$ cat config.mk
export PLATFORM = sky130hd
export DESIGN_NAME = uart_rx_cfg
export DESIGN_NICKNAME = d
export VERILOG_FILES = /design/src/rtl/UART_MIKE_pkg.sv /design/src/rtl/uart_rx_baud_cnt.sv /design/src/rtl/uart_rx_cfg.sv
export SDC_FILE = /design/constraint.sdc
export NUM_CORES = 1
export LEC_CHECK = 0
export ABC_AREA = 0
export BUFFER_PORTS_ARGS = -buffer_cell sky130_fd_sc_hd__buf_2
export CORE_ASPECT_RATIO = 1.75
export CORE_MARGIN = 2
export CORE_UTILIZATION = 45
export DETAILED_ROUTE_END_ITERATION = 10
export GPL_ROUTABILITY_DRIVEN = 0
export PLACE_DENSITY = 0.61
export RECOVER_POWER = 25
export SLEW_MARGIN = 20
export SYNTH_ARGS = -nofsm -noshare
export SYNTH_HDL_FRONTEND = slang
export SYNTH_SLANG_ARGS = --single-unit
$ cat constraint.sdc
create_clock -name clk -period 2.1 [get_ports clk]
set_input_delay 0.105 -clock clk [delete_from_list [all_inputs] [get_ports clk]]
set_output_delay 0.105 -clock clk [all_outputs]
set_load 0.005 [all_outputs]
$ cat src/rtl/UART_MIKE_pkg.sv
// Shared types and constants for the UART_MIKE receive path.
package UART_MIKE_pkg;

   localparam int UART_RX_PARITY_NONE = 0;
   localparam int UART_RX_PARITY_EVEN = 1;
   localparam int UART_RX_PARITY_ODD  = 2;

   typedef enum logic [2:0] {
      ST_IDLE,
      ST_START,
      ST_DATA,
      ST_PARITY,
      ST_STOP,
      ST_BREAK
   } uart_rx_state_t;

   typedef enum logic [1:0] {
      UART_PAR_NONE = 2'd0,
      UART_PAR_EVEN = 2'd1,
      UART_PAR_ODD  = 2'd2
   } uart_parity_t;

endpackage

$ cat src/rtl/uart_rx_baud_cnt.sv
// Loadable baud down-counter. A load arms either a half-period or a full-period
// interval; o_tick is high in the cycle before the edge that ends the interval.
module uart_rx_baud_cnt #(
   parameter int CLKS_PER_BIT = 16,
   parameter int HALF_LD      = 7
) (
   input  logic clk,
   input  logic rst,
   input  logic i_load,
   input  logic i_half,
   output logic o_tick
);
   localparam int CW = $clog2(CLKS_PER_BIT);
   localparam logic [CW-1:0] FULL_V = CW'(CLKS_PER_BIT - 1);
   localparam logic [CW-1:0] HALF_V = CW'(HALF_LD);

   logic [CW-1:0] r_cnt;

   // Reload on request, otherwise count down and park at zero.
   always_ff @(posedge clk) begin
      if (rst)                r_cnt <= '0;
      else if (i_load)        r_cnt <= i_half ? HALF_V : FULL_V;
      else if (r_cnt != '0)   r_cnt <= r_cnt - 1'b1;
   end

   assign o_tick = (r_cnt == '0);
endmodule

$ cat src/rtl/uart_rx_cfg.sv
// Configurable UART receiver: data width, oversampling, parity and stop bits.
// Optional build macro UART_RX_MAJORITY_EN: 2-of-3 majority vote around each
// sample point, with all sample timing delayed by one cycle.
module uart_rx_cfg
   import UART_MIKE_pkg::*;
#(
   parameter int DATA_WIDTH   = 8,
   parameter int CLKS_PER_BIT = 16,
   parameter int PARITY_MODE  = UART_RX_PARITY_NONE,
   parameter int STOP_BITS    = 1
) (
   input  logic                  clk,
   input  logic                  rst,
   input  logic                  rx,
   input  logic                  rx_flag_clr,
   output logic [DATA_WIDTH-1:0] rx_data,
   output logic                  rx_flag,
   output logic                  parity_error,
   output logic                  frame_error,
   output logic                  overrun_error,
   output logic                  busy
);
   localparam int BCW = $clog2(DATA_WIDTH + 1);
   localparam uart_parity_t PAR = uart_parity_t'(PARITY_MODE);
`ifdef UART_RX_MAJORITY_EN
   localparam int HALF_LD = CLKS_PER_BIT / 2;
`else
   localparam int HALF_LD = CLKS_PER_BIT / 2 - 1;
`endif

   uart_rx_state_t        r_state, w_nxt;
   logic                  r_sync1, r_sync2, r_prev;
   logic [BCW-1:0]        r_bitcnt;
   logic [DATA_WIDTH-1:0] r_shift;
   logic                  r_par_err, r_frm_err, r_commit;
   logic                  w_samp, w_start_edge, w_tick;
   logic                  w_load, w_half, w_start_ok, w_shift, w_par_smp, w_stop_smp, w_last_stop;

   // Synchronizer plus edge-detect flop; preset high so reset never looks like a start.
   always_ff @(posedge clk) begin
      if (rst) {r_sync1, r_sync2, r_prev} <= 3'b111;
      else     {r_sync1, r_sync2, r_prev} <= {rx, r_sync1, r_sync2};
   end

`ifdef UART_RX_MAJORITY_EN
   logic r_prev2;
   // Extra history flop so the vote sees the line at sample-1, sample, sample+1.
   always_ff @(posedge clk) begin
      if (rst) r_prev2 <= 1'b1;
      else     r_prev2 <= r_prev;
   end
   assign w_samp = (r_sync2 & r_prev) | (r_sync2 & r_prev2) | (r_prev & r_prev2);
`else
   assign w_samp = r_sync2;
`endif

   assign w_start_edge = !r_sync2 && r_prev;
   assign busy         = (r_state != ST_IDLE);

   uart_rx_baud_cnt #(.CLKS_PER_BIT(CLKS_PER_BIT), .HALF_LD(HALF_LD)) u_baud (
      .clk    (clk),
      .rst    (rst),
      .i_load (w_load),
      .i_half (w_half),
      .o_tick (w_tick)
   );

   // State register.
   always_ff @(posedge clk) begin
      if (rst) r_state <= ST_IDLE;
      else     r_state <= w_nxt;
   end

   // Next-state and per-sample strobes.
   always_comb begin
      w_nxt       = r_state;
      w_load      = 1'b0;
      w_half      = 1'b0;
      w_start_ok  = 1'b0;
      w_shift     = 1'b0;
      w_par_smp   = 1'b0;
      w_stop_smp  = 1'b0;
      w_last_stop = 1'b0;
      case (r_state)
         ST_IDLE: if (w_start_edge) begin
            w_nxt  = ST_START;
            w_load = 1'b1;
            w_half = 1'b1;
         end
         ST_START: if (w_tick) begin
            if (w_samp) w_nxt = ST_IDLE;          // glitch: line back high mid-start
            else begin
               w_nxt      = ST_DATA;
               w_load     = 1'b1;
               w_start_ok = 1'b1;
            end
         end
         ST_DATA: if (w_tick) begin
            w_load  = 1'b1;
            w_shift = 1'b1;
            if (r_bitcnt == BCW'(DATA_WIDTH - 1))
               w_nxt = (PAR != UART_PAR_NONE) ? ST_PARITY : ST_STOP;
         end
         ST_PARITY: if (w_tick) begin
            w_load    = 1'b1;
            w_par_smp = 1'b1;
            w_nxt     = ST_STOP;
         end
         ST_STOP: if (w_tick) begin
            w_load     = 1'b1;
            w_stop_smp = 1'b1;
            if (r_bitcnt == BCW'(STOP_BITS - 1)) begin
               w_last_stop = 1'b1;
               w_nxt       = w_samp ? ST_IDLE : ST_BREAK;
            end
         end
         ST_BREAK: if (r_sync2) w_nxt = ST_IDLE;   // hold off until the line recovers
         default: w_nxt = ST_IDLE;
      endcase
   end

   // Frame datapath: shift register, bit counter and in-flight error bits.
   always_ff @(posedge clk) begin
      if (rst) begin
         r_shift   <= '0;
         r_bitcnt  <= '0;
         r_par_err <= 1'b0;
         r_frm_err <= 1'b0;
         r_commit  <= 1'b0;
      end else begin
         if (w_start_ok) begin
            r_bitcnt  <= '0;
            r_par_err <= 1'b0;
            r_frm_err <= 1'b0;
         end else if (w_shift) begin
            r_bitcnt <= (r_bitcnt == BCW'(DATA_WIDTH - 1)) ? '0 : r_bitcnt + 1'b1;
         end else if (w_stop_smp) begin
            r_bitcnt <= r_bitcnt + 1'b1;
         end
         if (w_shift)               r_shift   <= {w_samp, r_shift[DATA_WIDTH-1:1]};
         if (w_par_smp)             r_par_err <= (^r_shift) ^ w_samp ^ (PAR == UART_PAR_ODD);
         if (w_stop_smp && !w_samp) r_frm_err <= 1'b1;
         r_commit <= w_last_stop;
      end
   end

   // Host-visible holding registers; a commit overrides a same-cycle clear.
   always_ff @(posedge clk) begin
      if (rst) begin
         rx_data       <= '0;
         rx_flag       <= 1'b0;
         parity_error  <= 1'b0;
         frame_error   <= 1'b0;
         overrun_error <= 1'b0;
      end else if (r_commit) begin
         rx_data       <= r_shift;
         rx_flag       <= 1'b1;
         parity_error  <= r_par_err;
         frame_error   <= r_frm_err;
         overrun_error <= rx_flag && !rx_flag_clr;
      end else if (rx_flag_clr) begin
         rx_flag       <= 1'b0;
         parity_error  <= 1'b0;
         frame_error   <= 1'b0;
         overrun_error <= 1'b0;
      end
   end
endmodule

# Word-level counts from Yosys, hierarchy flattened
# Index checks and enable logic that the tools add are counted.
word_totals:
  in_bits: 4
  output_inout_bits: 13
  word_cells: 90
  reg_bits: 37
classes:
  n_bitwise: 3
  muxes: 36
  n_eq_ne: 14
  reduce_logical: 20
  addsub: 2
op_table:
  columns: ["operator", "n"]
  rows:
  - ["2-to-1 mux 3 bit", 9]
  - ["2-to-1 mux 4 bit", 6]
  - ["2-to-1 mux 1 bit", 18]
  - ["case mux 3 bit (6 select lines)", 1]
  - ["nonzero test 2 bit", 5]
  - ["zero test 4 bit", 2]
  - ["inequality test 2 x 1 -> 1 bit (second input constant)", 4]
  - ["inequality test 2 bit (second input constant)", 4]
  - ["AND reduction 8 bit", 1]
  - ["parity 8 bit", 1]
  - ["equality test 3 x 2 -> 1 bit (second input constant)", 2]
  - ["equality test 3 bit (second input constant)", 2]
  - ["OR reduction 3 bit", 2]
  - ["adder 4 x 1 -> 4 bit (second input constant)", 1]
  - ["equality test 4 x 3 -> 1 bit (second input constant)", 1]
  - ["nonzero test 4 bit", 1]
  - ["subtractor 4 x 1 -> 4 bit (second input constant)", 1]
  - ["equality test 3 x 1 -> 1 bit (second input constant)", 1]
  - ["logical AND 1 bit", 3]
  - ["zero test 3 bit", 1]
  - ["case mux 1 bit (3 select lines)", 1]
  - ["nonzero test 3 bit", 1]
  - ["zero test 1 bit", 2]
  - ["2-to-1 mux 2 bit", 1]
  - ["3 further kinds", 4]

# Longest topological paths before layout
# Gate-level depths: netlist (run 1).
logic_depth:
  word_depth: 6
  depth_mapped: 7
  mapped_depth_nobuf: 6

# Cells and area by module
# Synthesis (run 1) repeated with hierarchy kept, for this count alone.
hier_totals:
  cells_unflattened: 187
  hier_area_um2: 1715.4
by_module_without_submodules:
  columns: ["mod", "cells_per_inst", "n_inst", "area_per_inst_um2"]
  rows:
  - ["uart_rx_cfg", 167, 1, 1514.0]
  - ["uart_rx_baud_cnt", 20, 1, 201.4]

# Worst setup path before layout (run 1)
# No wires, ideal clock.
synth_path:
  kind: "reg-to-reg"
  startpoint: "reg u_baud.r_cnt[0]"
  endpoint: "reg u_baud.r_cnt[3]"
  required_time_ps: 2005
  arrival_ps: 1588
  path_buffers: 0
  period_less_slack_ps: 1684
  stages_incl_launch_ff: 7
  slack_ps: 416
  path_cell_list: "dfxtp_1 -> inv_1 -> ha_1 -> nor3b_4 -> a22oi_1 -> o32a_1 -> a221oi_1"
synth_between:
  elab_chain_len: 4
  word_cells_on_any_way: 9
synth_lines:
  columns: ["element", "line", "rtl"]
  rows:
  - ["from (decl)", "uart_rx_baud_cnt.sv:17", "logic [CW-1:0] r_cnt;"]
  - ["from (signal assigned)", "uart_rx_baud_cnt.sv:22", "else if (i_load) r_cnt <= i_half ? HALF_V : FULL_V;"]
  - ["from (signal assigned)", "uart_rx_baud_cnt.sv:23", "else if (r_cnt != '0) r_cnt <= r_cnt - 1'b1;"]
  - ["parallel branches: the longest is 4 deep, another holds subtractor 4 x 1 -> 4 bit", null, null]
# Several ways; the timed one is not identified. The select of a mux whose other input is x is not followed.
# A chain may end at the register's enable or synchronous reset.

# Worst setup path after layout (run 1)
# Same ends and word-level chain as after synthesis.

==> run_results.csv, run 1 <==
group,metric,value,unit
clock_network,clk_path_buf_depth,2,
layout,layout.nets,193,
global_routing,grt_pass1_wl,5000,um
setup_path,worstPathRequired,2.27,ns
global_routing,grt_max_degree,34,
synth,yosys_register_bits,37,
synth,syn_avg_cell_area,9.68,um^2
clock_network,cts_sinks,37,
synth,synth_edf_count,0,
layout,drive_gt1_frac,0.183,
synth,synth_area_leaders,"dfxtp_1 45%, mux2i_1 10%, nor2_1 5.5%, xnor2_1 4.8%, a21oi_1 2.8%",
power_and_ir_drop,internal-power,1190,uW
setup_path,cp.arrival,2.02,ns
routing,viasPerCell,5.13,
floorplanning,die_h,83.8,um
timing,fin_skew,0.00425,ns
placed_design,dp_hpwl,2070,um
global_routing,grtUsageTotal,0.155,
routing,drt_iter0_drc,21,
layout,utilization,0.519,
routing,post-route-drc-count,0,
min_path,worstHoldPathType,"input port to register",
synth,synth.distinct_cells,42,
power_and_ir_drop,pwr-share-seq,0.476,
floorplanning,die_w,49.6,um
timing,rsz0062_at_grt,"false",
synth,yosys_warnings,0,
setup_path,cpPeakStageDelay,0.36,ns
synth,syn-num-nets,176,
routing,wl_per_cell,12.5,um
synth,synthCells,169,
floorplanning,dieArea,4150,um^2
timing,max_freq,542,MHz
layout,fill_cells,374,
status,outcome,"complete, no violations",
synth,synth_top_area_cell,"dfxtp_1",
setup_path,path_buf_inv,1,
timing,worstMarginPinSlew,0.687,ns
timing,min_period_over_period,0.879,
routing,wl,2900,um
synth,ys.flop_type,"dfxtp_1",
timing,finalSetupViolCount,0,
layout,design_area,1840,um^2
power_and_ir_drop,max-vdd-ir-drop,0.000625,V
job,drv_cap,0,
power_and_ir_drop,combPwrFrac,0.225,
floorplanning,rows,29,
layout,seqCellArea,741,um^2
power_and_ir_drop,cellLeakagePower,0.000763,uW
timing,finalHoldViolCount,0,
timing,final.min_clock_period,1.85,ns
placed_design,portBuffers,16,
timing,max_slew_margin,0.542,
setup_path,endpoint_kind,"register",
setup_path,critPathMaxFanout,6,
routing,num_vias,1190,
clock_network,root_buffer,"clkbuf_8",
global_routing,grt_pass1_vias,1164,
clock_network,clkSlewWorstSetupHoldPaths,0.07,ns
power_and_ir_drop,power_switching,447,uW
setup_path,critical_path_class,"register to register",
clock_network,cts_tree,"built",
clock_network,clk_latency,0.29,ns
layout,multi_input_area,821,um^2
setup_path,cp_slowest_cell,"o32a_1",
layout,n_antenna_cell,0,
timing,setup_tns,0,ns
synth,async_reset_ff_frac,0,
setup_path,start_kind,"register",
setup_path,critPathTopFamily,"compound AO/OA/AOI/OAI gates",
floorplanning,initial_core_util,0.460,
global_routing,antenna_found_initial,0,
routing,drt_first_pass_iters,4,
setup_path,crit_chain,"inv_1 -> ha_1 -> nor3b_4 -> a22oi_1 -> o32a_1 -> a221oi_1",
floorplanning,ios,17,
global_routing,grt_overflow,0,
synth,synth_top_area_frac,0.453,
synth,seq_area_frac_synth,0.453,
synth,synth_area,1640,um^2
timing,drv_slew,0,
power_and_ir_drop,clkPwrFrac,0.300,
layout,syn2layout_area_growth,12.7,%
power_and_ir_drop,swShare,0.273,
floorplanning,fp.coreArea,3560,um^2
layout,mostFrequentLayoutCells,"37 x dfxtp_1, 24 x nor2_1, 17 x mux2i_1, 16 x buf_2",
layout,mostFrequentLayoutCell,"dfxtp_1",
clock_network,htreeDepth,2,
clock_network,cts_buffers,5,
routing,ant_nets,0,
placed_design,place_area,1730,um^2
power_and_ir_drop,powerDensity,887,nW/um^2
==> metrics by stage <==
step	total power, uW	setup WS [ns]	hold WS (ns)	cells
after CTS	1620	0.119	0.0194	230
after global placement	1110	0.303	0.291	222
final	1640	0.254	0.0249	232
after floorplan	1060	0.416	0.184	169
after global routing	1730	0.103	0.0390	232
after detailed placement	1120	0.246	0.290	222
==> timing repair <==
| action | 4_1_cts | 5_1_grt |
|---|---|---|
| setup endpoints to repair | 0 | 1 |
| hold endpoints to repair | 1 | 0 |
| hold buffers | 1 | 0 |
| gates resized for setup | 0 | 0 |
| buffers inserted | 0 | 2 |
==> synth_stat cells (2+ instances only) <==
| master | number |
|---|---|
| a21oi_1 | 9 |
| a22oi_1 | 2 |
| buf_2 | 3 |
| clkbuf_1 | 5 |
| dfxtp_1 | 37 |
| ha_1 | 3 |
| inv_1 | 7 |
| mux2i_1 | 17 |
| nand2_1 | 5 |
| nand3_1 | 6 |
| nand3b_1 | 2 |
| nor2_1 | 24 |
| nor2b_1 | 2 |
| nor3_1 | 3 |
| nor3b_1 | 2 |
| o21ai_0 | 4 |
| or2_2 | 3 |
| or3_1 | 2 |
| xnor2_1 | 9 |
| xor2_1 | 2 |
==> per-layer routing <==
| metal | wire, um | share of wire | vias to the layer above | global-route usage |
|---|---|---|---|---|
| met5 | 0 | 0 | - | 0 |
| met4 | 61 | 0.021 | 0 | 0.0985 |
| met3 | 97 | 0.033 | 8 | 0.0358 |
| met2 | 1560 | 0.54 | 16 | 0.259 |
| met1 | 1180 | 0.41 | 553 | 0.170 |
| li1 | - | - | 613 | - |
==> final timing paths <==
path | endpoint | slack [ns] | from | cells after the start
max | u_baud.r_cnt[3] | 0.25 | u_baud.r_cnt[0] | 6
min | overrun_error | 0.02 | rx_flag_clr | 2
max reg2reg | u_baud.r_cnt[3] | 0.25 | u_baud.r_cnt[0] | 6
min reg2reg | r_sync2 | 0.41 | r_sync1 | 1
==> registers in the layout, indices dropped and copies added (netlist names) <==
register,count
parity_error,1
r_state,3
rx_flag,1
overrun_error,1
r_bitcnt,4
r_shift,8
r_sync1,1
u_baud.r_cnt,4
r_frm_err,1
rx_data,8
r_sync2,1
r_commit,1
r_prev,1
frame_error,1
r_par_err,1
==> power groups by stage <==
stage	Sequential [uW]	Clock [uW]	Combinational (uW)
floorplan	782	0	275
global placement	792	0	315
detailed placement	794	0	324
CTS	778	512	331
global route	783	532	416
finish	778	490	368
==> area by class of cell <==
| class | count | area share |
|---|---|---|
| Clock buffer | 7 | 0.0468 |
| Inverter | 7 | 0.0142 |
| Multi-Input combinational cell | 115 | 0.445 |
| Sequential cell | 37 | 0.402 |
| Tap cell | 46 | 0.0312 |
| Timing Repair Buffer | 20 | 0.0611 |
==> cell families after synthesis <==
family                   share of synthesized area
AO/OA/AOI/OAI                               0.0940
XOR/XNOR                                    0.0726
adder cells (fa/ha/maj)                     0.0229
AND/OR/NAND/NOR                              0.201
multiplexers                                 0.111
flip-flops                                   0.453
buffers and inverters                       0.0459
Note: power is estimated with default switching activity, not from simulation.
==> inputs of run 2 (changes only) <==
Settings changed: CTS_BUF_LIST set to sky130_fd_sc_hd__clkbuf_4.
==> run 2 against run 1 <==
  * Worst hold slack gained 0.21 ns
  * Die area did not move
  * First-iteration DRC count stayed put
  * Critical path depth is the same
  * Sequential power about the same
  * Utilization is 1.2 points lower
  * Critical endpoint unchanged
  * Highest routed layer unchanged
==> run_results.csv, run 2 (synthesized netlist as in run 1, its figures left out) <==
group,metric,value,unit
global_routing,grt_overflow,0,
clock_network,cts_setup_buffers,0,
layout,n_antenna_cell,0,
setup_path,r2r_cells,6,
clock_network,clk_path_buf_depth,2,
min_path,worst_hold_startpoint,"rst",
clock_network,htreeDepth,2,
timing,min_period_over_period,0.917,
setup_path,regToRegSetupSlack,0.17,ns
setup_path,critical_path_class,"register to register",
layout,largestRegisters,"r_shift (8), rx_data (8)",
timing,drv_slew,0,
setup_path,critPathTopFamily,"compound AO/OA/AOI/OAI gates",
timing,setup_tns,0,ns
setup_path,cpPeakStageDelay,0.38,ns
layout,mostFrequentLayoutCells,"37 x dfxtp_1, 24 x nor2_1, 17 x mux2i_1, 16 x buf_2",
placed_design,dp_hpwl,2070,um
setup_path,rr_startpoint,"u_baud.r_cnt[0]",
layout,mostFrequentLayoutCell,"dfxtp_1",
global_routing,antenna_found_initial,0,
timing,finalSetupViolCount,0,
placed_design,placedCellCount,222,
routing,wl,2850,um
routing,post-route-drc-count,0,
setup_path,cp_slowest_cell,"nor3b_4",
routing,num_vias,1189,
timing,final.min_clock_period,1.93,ns
timing,holdWs,0.233,ns
global_routing,grt_pass1_wl,5010,um
floorplanning,die_h,83.8,um
layout,instances_no_fill,231,
status,outcome,"complete, no violations",
floorplanning,rows,29,
setup_path,critPathMaxFanout,8,
timing,finalHoldViolCount,0,
setup_path,cp.arrival,2.18,ns
clock_network,root_buffer,"clkbuf_4",
timing,rsz0062_at_grt,"false",
floorplanning,dieArea,4150,um^2
setup_path,path_buf_inv,1,
floorplanning,initial_core_util,0.460,
floorplanning,die_w,49.6,um
placed_design,place_area,1730,um^2
clock_network,clkSlewWorstSetupHoldPaths,0.10,ns
layout,drive_gt1_frac,0.173,
power_and_ir_drop,cellLeakagePower,0.000743,uW
timing,fin_skew,0.00613,ns
routing,ant_nets,0,
clock_network,cts_buffers,5,
layout,syn2layout_area_growth,10.1,%
setup_path,rr_endpoint,"u_baud.r_cnt[3]",
power_and_ir_drop,max-vdd-ir-drop,0.000602,V
clock_network,cts_tree,"built",
layout,design_area,1800,um^2
clock_network,cts_sinks,37,
timing,max_slew_margin,0.543,
routing,drt_first_pass_iters,4,
routing,drt_iter0_drc,21,
min_path,min_to,"rx_data[4]",
setup_path,worstPathRequired,2.35,ns
floorplanning,ios,17,
timing,max_freq,519,MHz
setup_path,startpoint,"u_baud.r_cnt[0]",
setup_path,endpoint_kind,"register",
setup_path,start_kind,"register",
timing,worstMarginPinSlew,0.685,ns
power_and_ir_drop,powerDensity,811,nW/um^2
floorplanning,fp.coreArea,3560,um^2
global_routing,grt_pass1_vias,1157,
placed_design,portBuffers,16,
layout,layout.nets,192,
setup_path,crit_chain,"inv_1 -> ha_1 -> nor3b_4 -> a22oi_1 -> o32a_1 -> a221oi_1",
power_and_ir_drop,p_total,1460,uW
global_routing,grt_max_degree,34,
global_routing,grtUsageTotal,0.156,
min_path,whs_path_depth,2,
clock_network,clk_latency,0.34,ns
routing,wl_per_cell,12.3,um
routing,viasPerCell,5.15,
job,drv_cap,0,
min_path,worstHoldPathType,"input port to register",
-- run 2: changes by cell type in the layout (fill, tap and decap cells not counted) --
cell and change:
clkinv_1 +1, dlygate4sd3_1 +1, buf_4 -2, clkbuf_1 -1, clkbuf_4 +6, clkbuf_8 -6
-- run 2: repair_timing --
| item | 4_1_cts | 5_1_grt |
|---|---|---|
| resized for setup | 0 | 0 |
| endpoints found under the hold margin | 2 | 0 |
| hold buffers | 2 | 0 |
-- run 2: metrics by stage --
step	util	setup slack (ns)
3_5_place_dp	0.487	0.246
5_1_grt	0.507	0.0103
3_3_place_gp	0.487	0.303
6_report	0.507	0.174
4_1_cts	0.507	0.184
2_1_floorplan	-	0.416
-- run 2: worst max-delay path by stage --
stage                            endpoint  cells after the start
after floorplan           u_baud.r_cnt[3]                      6
after global placement    u_baud.r_cnt[3]                      6
after detailed placement  u_baud.r_cnt[3]                      6
after CTS                 u_baud.r_cnt[3]                      6
after global routing      u_baud.r_cnt[3]                      6
final                     u_baud.r_cnt[3]                      6
-- run 2: layout make-up --
| type | count | area [um^2] |
|---|---|---|
| clock buffer | 6 | 45.0 |
| inverter | 7 | 26.3 |
| multi-input combinational | 115 | 821 |
| clock inverter | 1 | 3.75 |
| timing repair buffer | 19 | 108 |
| sequential | 37 | 741 |
| fill | 375 | 1750 |
| tap | 46 | 57.6 |
-- run 2: layer usage --
metal	vias to the layer above	part of all wire	track usage
met5	-	0	0
met1	553	0.40	0.166
met2	18	0.54	0.261
met4	0	0.025	0.0985
met3	6	0.033	0.0466
li1	612	-	-
-- run 2: power breakdown --
group	total (uW)	internal [uW]	leakage, uW	switching, uW
Sequential	778	735	0.000300	42.8
Combinational	329	163	0.000414	166
Clock	354	134	0.0000292	220
==> inputs of run 3 (changes only) <==
Settings changed: REMOVE_ABC_BUFFERS set to 1.
==> run 3 against run 2 <==
  * Sequential cell count unchanged
  * Setup slack got worse by 0.015 ns
  * Clock-buffer cell count unchanged
  * First-iteration DRC count decreased by 38%
==> run_results.csv, run 3 (synthesized netlist as in run 1, its figures left out) <==
group,metric,value,unit
status,outcome,"complete, no violations",
routing,wl_per_cell,13.4,um
routing,wl,3100,um
global_routing,grt_overflow,0,
timing,finalSetupViolCount,0,
setup_path,endpoint_kind,"register",
timing,worst_slack,0.159,ns
job,drv_cap,0,
min_path,worstHoldPathType,"input port to register",
setup_path,r2r_cells,6,
routing,wl_met3,77,um
setup_path,crit_path_end,"u_baud.r_cnt[3]",
placed_design,dp_hpwl,2230,um
power_and_ir_drop,max-vdd-ir-drop,0.000458,V
timing,drv_slew,0,
floorplanning,die_w,49.6,um
layout,largestRegisters,"r_shift (8), rx_data (8)",
clock_network,cts_buffers,5,
layout,drive_gt1_frac,0.161,
floorplanning,dieArea,4150,um^2
min_path,worst_hold_startpoint,"rst",
timing,rsz0062_at_grt,"false",
clock_network,clkSlewWorstSetupHoldPaths,0.12,ns
timing,finalHoldViolCount,0,
timing,max_slew_margin,0.530,
global_routing,antenna_found_initial,0,
power_and_ir_drop,cellLeakagePower,0.000731,uW
power_and_ir_drop,powerDensity,823,nW/um^2
timing,holdWs,0.231,ns
placed_design,place_area,1730,um^2
setup_path,critPathMaxFanout,8,
clock_network,post_cts_resized,0,
setup_path,worstPathRequired,2.35,ns
clock_network,cts_tree,"built",
layout,n_antenna_cell,0,
timing,min_period_over_period,0.924,
clock_network,cts_sinks,37,
layout,mostFrequentLayoutCell,"dfxtp_1",
placed_design,post-place-ws,0.202,ns
timing,final.min_clock_period,1.94,ns
global_routing,grt_pass1_vias,1223,
routing,viasPerCell,5.22,
routing,drt_first_pass_iters,4,
clock_network,root_buffer,"clkbuf_4",
routing,met1_length,1270,um
timing,max_freq,515,MHz
routing,ant_nets,0,
floorplanning,die_h,83.8,um
global_routing,grt_max_degree,34,
routing,drt_iter0_drc,13,
routing,top_layer_used,"met4",
setup_path,critical_path_class,"register to register",
layout,design_area,1800,um^2
layout,layout.nets,192,
timing,worstMarginPinSlew,0.704,ns
clock_network,clk_path_buf_depth,2,
setup_path,cp.arrival,2.19,ns
timing,setup_tns,0,ns
setup_path,startpoint,"u_baud.r_cnt[0]",
setup_path,cpPeakStageDelay,0.40,ns
floorplanning,initial_core_util,0.460,
setup_path,cp_slowest_cell,"nor3b_4",
setup_path,rr_startpoint,"u_baud.r_cnt[0]",
placed_design,portBuffers,16,
floorplanning,ios,17,
setup_path,rr_endpoint,"u_baud.r_cnt[3]",
layout,mostFrequentLayoutCells,"37 x dfxtp_1, 24 x nor2_1, 17 x mux2i_1, 12 x buf_2",
clock_network,clk_latency,0.34,ns
setup_path,regToRegSetupSlack,0.16,ns
floorplanning,rows,29,
floorplanning,fp.coreArea,3560,um^2
routing,wl_met2,1670,um
routing,post-route-drc-count,0,
routing,num_vias,1211,
setup_path,start_kind,"register",
setup_path,crit_chain,"inv_1 -> ha_1 -> nor3b_4 -> a22oi_1 -> o32a_1 -> a221oi_1",
timing,fin_skew,0.0110,ns
global_routing,grt_pass1_wl,5330,um
clock_network,htreeDepth,2,
global_routing,grtUsageTotal,0.166,
layout,syn2layout_area_growth,10.2,%
-- run 3: cell count changes in the layout (fill, tap and decap cells not counted), sizes merged --
cell / change
clkinv: +1
clkbuf: +4
buf: -4
-- run 3: critical path: cells and delay by family, from the launching register on --
family / cells / cell delay [ns]
adder cells (fa/ha/maj): 1 / 0.26
AND/OR/NAND/NOR: 1 / 0.40
buffers and inverters: 1 / 0.08
flip-flops: 1 / 0.33
AO/OA/AOI/OAI: 3 / 0.77
-- run 3: where the power goes --
part	switching (uW)	internal, uW	leakage (uW)
logic	170	163	0.000396
clock network	230	141	0.0000354
registers	46.3	735	0.000300
total	445	1040	0.000731
-- run 3: what timing repair did --
| item | 4_1_cts | 5_1_grt |
|---|---|---|
| endpoints found under the setup margin | 0 | 0 |
| endpoints found under the hold margin | 2 | 0 |
| setup buffers | 0 | 0 |
| hold buffers | 2 | 0 |
-- run 3: layout make-up --
class / count / area [um^2]
inverter: 7 / 26.3
timing repair buffer: 19 / 103
sequential: 37 / 741
fill: 383 / 1750
tap: 46 / 57.6
clock buffer: 6 / 45.0
multi-input combinational: 115 / 821
clock inverter: 2 / 10.0
-- run 3: metal layers --
metal / track usage / up-vias
met5: 0 / -
met4: 0.0985 / 0
met3: 0.0394 / 10
met2: 0.281 / 17
met1: 0.181 / 571
li1: - / 613
-- run 3: how the worst min path moves through the flow --
stage	endpoint	slack [ns]	depth (start not counted)
global route	rx_flag	0.26	2
detailed placement	r_sync1	0.29	2
floorplan	r_state[0]	0.17	1
global placement	r_sync1	0.29	2
CTS	parity_error	0.23	2
finish	r_shift[0]	0.23	2
-- run 3: stage by stage --
step,power [uW],instances,util
after floorplan,1050,159,-
after global placement,1110,222,0.487
after detailed placement,1130,222,0.487
after CTS,1500,232,0.508
after global routing,1570,232,0.507
final,1480,232,0.507
